`src/rtl/cpu8_pkg.sv`:
```
// Shared definitions for the cpu8 core: opcodes, FSM states and the
// active-low seven-segment glyph table (segment order gfedcba).
package cpu8_pkg;

    typedef enum logic [1:0] {
        OpAdd = 2'b00,
        OpLw  = 2'b01,
        OpSw  = 2'b10,
        OpJ   = 2'b11
    } op_e;

    typedef enum logic [2:0] {
        StFetch,
        StExec,
        StMem,
        StWb,
        StWait,
        StHalt
    } state_e;

    localparam logic [6:0] HexSeg [16] = '{
        7'b1000000, 7'b1111001, 7'b0100100, 7'b0110000,
        7'b0011001, 7'b0010010, 7'b0000010, 7'b1111000,
        7'b0000000, 7'b0010000, 7'b0001000, 7'b0000011,
        7'b1000110, 7'b0100001, 7'b0000110, 7'b0001110
    };

endpackage

```
`src/rtl/hex7seg.sv`:
```
// Hex nibble to active-low seven-segment decoder.
module hex7seg
    import cpu8_pkg::*;
(
    input  logic [3:0] value_i,
    output logic [6:0] seg_o
);

    assign seg_o = HexSeg[value_i];

endmodule

```
`src/rtl/cpu8_core.sv`:
```
// Multi-cycle 4-register CPU with free-run / single-step control, internal
// data memory, sticky add carry and a two-digit hex display of the last write.
module cpu8_core
    import cpu8_pkg::*;
#(
    parameter int unsigned DATA_W     = 8,
    parameter int unsigned IMEM_AW    = 8,
    parameter int unsigned DMEM_DEPTH = 16
) (
    input  logic               clk50,
    input  logic               reset,
    input  logic               run,
    input  logic               step,
    input  logic [7:0]         instruction,
    output logic [IMEM_AW-1:0] read_address,
    output logic [6:0]         seg_hi,
    output logic [6:0]         seg_lo,
    output logic               led,
    output logic               ovf,
    output logic [15:0]        instr_count
);

    localparam int unsigned DmemAw = (DMEM_DEPTH > 1) ? $clog2(DMEM_DEPTH) : 1;

    state_e              state_q, state_d;
    logic [IMEM_AW-1:0]  pc_q, pc_d;
    logic [7:0]          ir_q, ir_d;
    logic [DATA_W-1:0]   rf_q [4];
    logic [DATA_W-1:0]   rf_d [4];
    logic [DATA_W-1:0]   dmem_q [DMEM_DEPTH];
    logic [DATA_W-1:0]   dmem_d [DMEM_DEPTH];
    logic [DATA_W-1:0]   mdr_q, mdr_d;
    logic [7:0]          display_q, display_d;
    logic                ovf_q, ovf_d;
    logic [15:0]         cnt_q, cnt_d;
    logic                step_q;

    op_e                 op;
    logic [1:0]          rs, rt, fn;
    logic [DATA_W:0]     add_res;
    logic [DmemAw-1:0]   dmem_idx;
    logic                step_edge;
    state_e              next_st;

    // Control strobes from the output decoder
    logic ir_load, rf_we_add, rf_we_lw, mem_rd, mem_wr, pc_inc, pc_jump, retire;

    assign op        = op_e'(ir_q[7:6]);
    assign rs        = ir_q[5:4];
    assign rt        = ir_q[3:2];
    assign fn        = ir_q[1:0];
    assign add_res   = {1'b0, rf_q[rs]} + {1'b0, rf_q[rt]};
    assign dmem_idx  = rf_q[rs][DmemAw-1:0] + DmemAw'(fn);
    assign step_edge = step & ~step_q;
    assign next_st   = run ? StFetch : StWait;

    always_ff @(posedge clk50 or negedge reset) begin
        if (!reset) begin
            state_q <= StFetch;
        end else begin
            state_q <= state_d;
        end
    end

    always_comb begin
        state_d = state_q;
        unique case (state_q)
            StFetch: state_d = StExec;
            StExec: begin
                unique case (op)
                    OpAdd:      state_d = next_st;
                    OpLw, OpSw: state_d = StMem;
                    OpJ:        state_d = (fn == 2'b00) ? StHalt : next_st;
                endcase
            end
            StMem:   state_d = (op == OpLw) ? StWb : next_st;
            StWb:    state_d = next_st;
            // Edges seen outside WAIT are simply never looked at, so they are dropped
            StWait:  state_d = (run || step_edge) ? StFetch : StWait;
            StHalt:  state_d = StHalt;
            default: state_d = StFetch;
        endcase
    end

    always_comb begin
        ir_load   = (state_q == StFetch);
        rf_we_add = (state_q == StExec) && (op == OpAdd);
        pc_jump   = (state_q == StExec) && (op == OpJ) && (fn != 2'b00);
        mem_rd    = (state_q == StMem) && (op == OpLw);
        mem_wr    = (state_q == StMem) && (op == OpSw);
        rf_we_lw  = (state_q == StWb);
        pc_inc    = rf_we_add | mem_wr | rf_we_lw;
        retire    = pc_inc | pc_jump;
        led       = (state_q == StHalt);
    end

    always_comb begin
        pc_d      = pc_q;
        ir_d      = ir_q;
        rf_d      = rf_q;
        dmem_d    = dmem_q;
        mdr_d     = mdr_q;
        display_d = display_q;
        ovf_d     = ovf_q;
        cnt_d     = cnt_q;
        if (ir_load) begin
            ir_d = instruction;
        end
        if (rf_we_add) begin
            rf_d[fn]  = add_res[DATA_W-1:0];
            display_d = add_res[7:0];
            ovf_d     = ovf_q | add_res[DATA_W];
        end
        if (mem_rd) begin
            mdr_d = dmem_q[dmem_idx];
        end
        if (mem_wr) begin
            dmem_d[dmem_idx] = rf_q[rt];
        end
        if (rf_we_lw) begin
            rf_d[rt]  = mdr_q;
            display_d = mdr_q[7:0];
        end
        if (pc_inc) begin
            pc_d = pc_q + IMEM_AW'(1);
        end
        if (pc_jump) begin
            pc_d = pc_q + {{(IMEM_AW - 2){fn[1]}}, fn};
        end
        if (retire && (cnt_q != 16'hFFFF)) begin
            cnt_d = cnt_q + 16'd1;
        end
    end

    always_ff @(posedge clk50 or negedge reset) begin
        if (!reset) begin
            pc_q      <= '0;
            ir_q      <= '0;
            mdr_q     <= '0;
            display_q <= '0;
            ovf_q     <= 1'b0;
            cnt_q     <= '0;
            step_q    <= 1'b0;
            for (int unsigned i = 0; i < 4; i++) begin
                rf_q[i] <= '0;
            end
            for (int unsigned i = 0; i < DMEM_DEPTH; i++) begin
                dmem_q[i] <= DATA_W'(i);
            end
        end else begin
            pc_q      <= pc_d;
            ir_q      <= ir_d;
            mdr_q     <= mdr_d;
            display_q <= display_d;
            ovf_q     <= ovf_d;
            cnt_q     <= cnt_d;
            step_q    <= step;
            rf_q      <= rf_d;
            dmem_q    <= dmem_d;
        end
    end

    assign read_address = pc_q;
    assign ovf          = ovf_q;
    assign instr_count  = cnt_q;

    hex7seg u_hex_hi (
        .value_i (display_q[7:4]),
        .seg_o   (seg_hi)
    );

    hex7seg u_hex_lo (
        .value_i (display_q[3:0]),
        .seg_o   (seg_lo)
    );

endmodule

```
`config.mk`:
```
export PLATFORM = sky130hd
export DESIGN_NAME = cpu8_core
export DESIGN_NICKNAME = d
export VERILOG_FILES = /design/src/rtl/cpu8_pkg.sv /design/src/rtl/hex7seg.sv /design/src/rtl/cpu8_core.sv
export SDC_FILE = /design/constraint.sdc
export NUM_CORES = 1
export LEC_CHECK = 0
export CORE_MARGIN = 4
export CORE_UTILIZATION = 35
export DETAILED_ROUTE_END_ITERATION = 10
export PLACE_DENSITY = 0.55
export SLEW_MARGIN = 20
export SYNTH_ARGS = -nofsm -noshare
export SYNTH_HDL_FRONTEND = slang
export SYNTH_SLANG_ARGS = --single-unit
```
`constraint.sdc`:
```
create_clock -name clk50 -period 4.68 [get_ports clk50]
set_input_delay 0.936 -clock clk50 [delete_from_list [all_inputs] [get_ports clk50]]
set_output_delay 0.936 -clock clk50 [all_outputs]
set_load 0.05 [all_outputs]
```
=== Word-level counts from Yosys, hierarchy flattened ===
Memories as Yosys holds them, arrays and structs flattened.
Cells that the tools add are included.

* Register bits: 213
* Latch bits: 0
* RAM bits: 0
* Bits in read-only memories: 224
* Input bits: 12
* Output and inout bits: 40
* Logic and storage cells: 116
* Memories: 2

{| class="wikitable"
|+ Memory list
! memory !! words !! width !! read ports !! clocked after Yosys merged registers in !! wr ports !! RTL line !! text
|-
| (name not given) || 16 || 7 || 1 || 0 || 0 || hex7seg.sv:9 || <nowiki>assign seg_o = HexSeg[value_i];</nowiki>
|-
| (name not given) || 16 || 7 || 1 || 0 || 0 || hex7seg.sv:9 ||
|}

* $add $sub $neg: 5
* $mul: 0
* Divide/modulo/power cells: 0
* Magnitude comparators: 9
* Equal/unequal tests: 9
* Shift-type cells: 0
* Muxes and demuxes: 34
* Bitwise operators: 12
* Reduce and logical (&&, ||, !) cells: 17

{| class="wikitable"
|+ Operator list
! kind !! number
|-
| bitwise mux 128 bit || 1
|-
| two-way mux 8 bit || 13
|-
| bitwise mux 32 bit || 2
|-
| two-way mux 32 bit || 2
|-
| binary-select mux 8 bit (select 2 bit) || 2
|-
| binary-select mux 8 bit (select 4 bit) || 1
|-
| demux 8 bit (select 2 bit) || 2
|-
| demux 8 bit (select 4 bit) || 1
|-
| two-way mux 7 bit || 4
|-
| case mux 3 bit (6 select lines) || 1
|-
| adder 16 x 1 -> 16 bit, second input constant || 1
|-
| inequality test 16 bit, second input constant || 1
|-
| >= comparator 5 bit, second input constant || 3
|-
| NOT 4 -> 5 bit || 3
|-
| two-way mux 3 bit || 4
|-
| adder 8 x 8 -> 9 bit || 1
|-
| >= comparator 3 bit, second input constant || 3
|-
| logical AND 1 bit || 9
|-
| NOT 2 -> 3 bit || 3
|-
| case mux 3 bit (3 select lines) || 1
|-
| adder 8 x 1 -> 8 bit, second input constant || 1
|-
| adder 8 bit || 1
|-
| equality test 3 x 2 -> 1 bit, second input constant || 2
|-
| equality test 3 bit, second input constant || 2
|-
| 14 further kinds || 22
|}

=== Longest topological paths before layout ===
* Depth in word-level cells: 11
* Mapped depth: 12
* Gate-level depth less buffers: 11

=== Cells and area by module ===
From an unflattened synthesis, not the netlist that was laid out.

* Cell total of the unflattened synthesis: 943
* Area total of the unflattened synthesis: 11539.8 um^2

{| class="wikitable"
|+ Modules (own cells, without submodules)
! module !! instances !! cells an instance !! area each (um^2) !! seq. area each (um^2)
|-
| cpu8_core || 1 || 877 || 10996.8 || 5370.2
|-
| hex7seg at u_hex_lo || 1 || 33 || 274.0 || 0.0
|-
| hex7seg at u_hex_hi || 1 || 33 || 269.0 || 0.0
|}

=== Worst setup path before layout ===
OpenSTA, ideal clock, no wires.

* Path kind: register to register
* From: reg ir_q[4]
* To: reg dmem_q[104] (netlist name)
* Setup time: 125 ps
* Arrival: 3335 ps
* Data required time: 4555 ps
* Slack: 1220 ps
* Stages on the path, launching flop included: 11
* Buffers on the path: 3
* Clock period less this slack: 3460 ps
* Cells stage by stage: dfrtp_1 > buf_6 > mux4_1 > ha_1 > fa_1 > clkbuf_1 > clkbuf_1 > nor2b_1 > nand2_1 > nor2_2 > mux2_2

* Longest elaborated chain between the ends: 11
* Elaborated cells between the ends (all ways): 12
* Classes of those cells: add/sub: 1; order compare: 2; mux: 6; bitwise: 2; reduce/logical: 1

{| class="wikitable"
|+ Ends and longest elaborated chain
! item !! RTL line !! text
|-
| from (decl) || cpu8_core.sv:27 || <nowiki>logic [7:0] ir_q, ir_d;</nowiki>
|-
| from (signal assigned) || cpu8_core.sv:152 || <nowiki>ir_q <= ir_d;</nowiki>
|-
| NOT 2 -> 3 bit (not written as such) (*) || cpu8_core.sv:53 || <nowiki>assign dmem_idx = rf_q[rs][DmemAw-1:0] + DmemAw'(fn);</nowiki>
|-
| binary-select mux 8 bit (select 2 bit) (*) || cpu8_core.sv:53 ||
|-
| two-way mux 8 bit (not written as such) (*) (2 in a row) || cpu8_core.sv:53 ||
|-
| adder 4 x 2 -> 4 bit (*) || cpu8_core.sv:53 ||
|-
| NOT 4 -> 5 bit (not written as such) (*) || cpu8_core.sv:118 || <nowiki>dmem_d[dmem_idx] = rf_q[rt];</nowiki>
|-
| >= comparator 5 bit (not written as such) / less-than comparator 5 x 1 -> 1 bit (equally long branches) || cpu8_core.sv:118 ||
|-
| logical AND 1 bit (not written as such) || cpu8_core.sv:118 ||
|-
| two-way mux 8 bit (not written as such) || cpu8_core.sv:118 ||
|-
| demux 8 bit (select 4 bit) (*) || cpu8_core.sv:118 ||
|-
| bitwise mux 128 bit (*) || cpu8_core.sv:118 ||
|-
| to (signal, indexed assignment) || cpu8_core.sv:148 || <nowiki>dmem_q[i] <= DATA_W'(i);</nowiki>
|-
| to (signal assigned) || cpu8_core.sv:159 || <nowiki>dmem_q <= dmem_d;</nowiki>
|-
| to (decl) || cpu8_core.sv:30 || <nowiki>logic [DATA_W-1:0] dmem_q [DMEM_DEPTH];</nowiki>
|}

Every way passes the cells marked *; elsewhere a longest branch is shown, timed or not. The select of a mux whose other input is x is not followed.
A chain may end at the register's enable or synchronous reset.

=== Final worst setup path ===
* From: reg ir_q[4]
* To: reg mdr_q[4]

* Longest elaborated chain between the ends: 9

{| class="wikitable"
|+ Ends and longest elaborated chain
! item !! RTL line !! text
|-
| NOT 2 -> 3 bit (not written as such) || cpu8_core.sv:53 ||
|-
| binary-select mux 8 bit (select 2 bit) || cpu8_core.sv:53 ||
|-
| two-way mux 8 bit (not written as such) (2 in a row) || cpu8_core.sv:53 ||
|-
| adder 4 x 2 -> 4 bit || cpu8_core.sv:53 ||
|-
| NOT 4 -> 5 bit (not written as such) || cpu8_core.sv:115 || <nowiki>mdr_d = dmem_q[dmem_idx];</nowiki>
|-
| binary-select mux 8 bit (select 4 bit) || cpu8_core.sv:115 ||
|-
| two-way mux 8 bit (not written as such) (2 in a row) || cpu8_core.sv:115 ||
|-
| to (signal assigned) || cpu8_core.sv:153 || <nowiki>mdr_q <= mdr_d;</nowiki>
|-
| to (decl) || cpu8_core.sv:32 || <nowiki>logic [DATA_W-1:0] mdr_q, mdr_d;</nowiki>
|}

No other way between the ends. The select of a mux whose other input is x is not followed.

==> results.txt <==
----------------------------------------------------
[Synth]
  Share of async-settable or async-resettable flops after synthesis ... 1.00
  Flip-flop cell with the highest count after synthesis ... sky130_fd_sc_hd__dfrtp_1
  Post-synth top area share ... 0.395
  Post-Syn Area ... 11500 sq um
  Portion of the post-synthesis area used by sequential elements ... 0.469
  Net Count, Synth ... 982
  Average size of a mapped cell ... 12.2 sq um
  Yosys cell types ... 63
  Post-synth EDFFs ... 0
  Cell taking the most area after synthesis ... sky130_fd_sc_hd__dfrtp_1
  Synthesis Warnings ... 0
  Most area-consuming cells after synthesis ... sky130_fd_sc_hd__dfrtp_1 40%, sky130_fd_sc_hd__mux2_2 12%, sky130_fd_sc_hd__mux4_2 9.6%
  Post-Syn Instances ... 938
  Number of storage elements in the synthesis netlist ... 213

[STA]
  Final clock period utilization by the worst path ... 0.842
  Setup WS post-layout ... 0.740 ns
  Max-slew violation total from the final report ... 0
  Max Fclk ... 254 MHz
  Clock skew ... 0.0113 ns
  Final-report hold violation count ... 0
  Number of endpoints failing setup at the final stage ... 0
  Unrepaired setup endpoints after global routing ... no
  Total negative slack ... 0 ns
  Actual transition at the worst max-transition pin ... 1.12 ns
  Fin crit period ... 3.94 ns
  Max-slew headroom ... 0.252

[Pwr]
  Highest ir drop seen on vdd ... 0.000396 V
  Total Power ... 0.00928 W
  Static leakage ... 5.90 nW
  Power per cell area ... 692 nW/um^2

[CTS]
  Worst skew pair latency ... 0.52 ns
  Number of H-tree levels ... 1
  CTS Root Buffer Type ... sky130_fd_sc_hd__clkbuf_16
  Number of buffers between clock root and the deepest sink ... 3
  Sink count of the clock tree ... 213
  Clock transition time at the flip-flop clock pins of the worst setup and hold paths ... 0.06 ns
  Postcts setup bufs ... 0
  Hold bufs inserted after CTS ... 0
  Resized Gates After CTS ... 0
  TritonCTS clock tree ... yes
  CTS buffer count ... 25

[Final layout]
  Combined flip-flop and latch cell area ... 5370 sq um
  FILL cells ... 3011
  Most common cell after layout, fill and taps aside ... sky130_fd_sc_hd__dfrtp_1
  Fraction of the core area covered by cells at the end of the flow ... 0.420
  Number of nets at the end of the flow ... 1027
  Layout Area Growth over Synthesis ... 17.1%
  Multi-input gate area in the final layout ... 5830 sq um
  Share of cells above drive strength 1 ... 0.298
  Antenna diode instance count ... 0
  Highest-count cells in the layout ignoring fill and taps ... 181 x sky130_fd_sc_hd__dfrtp_1, 126 x sky130_fd_sc_hd__mux2_2, 83 x sky130_fd_sc_hd__nand2_1

[Critical path]
  Crit Path Category ... reg -> reg
  Highest fanout seen on the critical path ... 27
  Data arrival time at the worst-slack endpoint ... 4.35 ns
  Worst EP required ... 5.09 ns
  Startpoint types ... register
  Category of the worst setup path capture point ... register

[Run status]
  Run status ... finished clean

[Route]
  DRC violations left ... 0
  First-iteration detailed-routing DRC count ... 547
  Via-to-Cell Ratio ... 5.27
  Wire per inst ... 19.7 um
  Drt pass-1 iters ... 5
  Routed wire length ... 28.4 mm
  Remaining number of nets flagged by the antenna check after routing ... 0
  Routed via count ... 7573

[Worst hold path]
  Min-delay worst type ... in -> async

[Die]
  Row count ... 65
  Boundary pin count ... 52
  Initial core utilization ... 0.358
  Die Area ... 35700 sq um
  Overall die height ... 189 um
  Core Region ... 32000 sq um
  Die X ... 189 um

[GRT]
  Number of antenna violations at the first check in global routing ... 0
  Largest net degree at the start of global routing ... 118
  Remaining global-route overflow ... 0
  Wire length of the first global-routing pass ... 46.1 mm
  Tot GR Track Use ... 0.161
  Number of global-route vias before repair ... 7740

[Run]
  Total of max-cap violations ... 0

[Place]
  HPWL after detailed placement ... 18.9 mm
  Placement Setup Slack ... 0.740 ns
  Weighted congestion at the end of routability-driven global placement ... 0.797
  Count of buffers inserted at the top-level ports ... 51

----------------------------------------------------
[cell type report]
class / count / area share
clock buffer: 30 / 0.0503
clock inverter: 16 / 0.0214
inverter: 19 / 0.00532
multi-input combinational: 658 / 0.434
sequential: 213 / 0.400
tap: 435 / 0.0406
timing repair buffer: 66 / 0.0477
[path summary, 6_finish.rpt]
check	startpoint	endpoint	slack [ns]	cells past startpoint
max in group asynchronous	reset	dmem_q[32]	3.23	2
hold / removal	reset	dmem_q[115]	0.43	1
setup / recovery	ir_q[4]	mdr_q[4]	0.74	9
min in group clk50	read_address[7]	read_address[7]	0.47	1
setup reg to reg	ir_q[4]	mdr_q[4]	0.74	9
hold reg to reg	read_address[7]	read_address[7]	0.47	1
[critical path: stages (launching register included)]
cell and delay [ns]:
sky130_fd_sc_hd__dfrtp_1 0.51, sky130_fd_sc_hd__mux4_1 0.65, sky130_fd_sc_hd__ha_2 0.22, sky130_fd_sc_hd__fa_2 1.12, sky130_fd_sc_hd__buf_4 0.34, sky130_fd_sc_hd__mux4_2 0.33, sky130_fd_sc_hd__mux2_2 0.28, sky130_fd_sc_hd__nand2_1 0.07
sky130_fd_sc_hd__o221ai_1 0.11, sky130_fd_sc_hd__o22a_1 0.20
[cells in the mapped netlist, drive strengths merged, types with 3 or more instances]
master	number
nor2b	11
a22oi	13
nand3	12
or2	3
nand2	87
and3	5
mux2i	39
dfstp	32
nand4	10
or3	3
clkbuf	37
xnor2	14
mux4	50
a21o	3
a22o	3
nor2	51
a21oi	33
o221ai	6
dfrtp	181
and2	3
nand3b	5
ha	30
nor3	10
xor2	15
o211ai	3
a31oi	9
o22ai	3
buf	11
mux2	136
nand2b	6
inv	19
o21ai	68
o22a	6
nor3b	4
[stage by stage]
step | hold WS, ns | area (sq um) | std cells
after floorplan | 0.445 | 11500 | 938
after global placement | 0.457 | 12500 | 1391
after detailed placement | 0.467 | 12500 | 1391
after CTS | 0.479 | 13400 | 1437
after global routing | 0.508 | 13400 | 1437
final | 0.431 | 13400 | 1437
[where the power goes]
part	switching, W	internal, W	total, W
sequential	0.000482	0.00218	0.00266
clock	0.000803	0.00147	0.00227
combinational	0.00270	0.00164	0.00435
total	0.00399	0.00529	0.00928
[registers in the layout, indices dropped and copies added, names as in the netlist]
signal / cells
ir_q: 8
mdr_q: 8
dmem_q: 128
state_q: 3
instr_count: 16
read_address: 8
rf_q: 32
ovf: 1
step_q: 1
display_q: 8
[cell families after synthesis]
logic type                 Yosys count  share of synthesized area
muxes                              225                      0.270
and+or+nand+nor                    215                     0.0939
adders and majority gates           32                     0.0363
DFF                                213                      0.469
xor gates and xnor gates            29                     0.0245
buffers and inverters               67                     0.0234
AOI/OAI and AO/OA                  157                     0.0835
[per-layer routing]
metal / up-vias / GRT usage / share of wire
met3: 28 / 0.0186 / 0.033
met2: 140 / 0.267 / 0.48
met1: 3878 / 0.229 / 0.47
met5: - / 0 / 0
li1: 3527 / - / -
met4: 0 / 0.0322 / 0.018
Note: power is estimated with default switching activity, not from simulation.
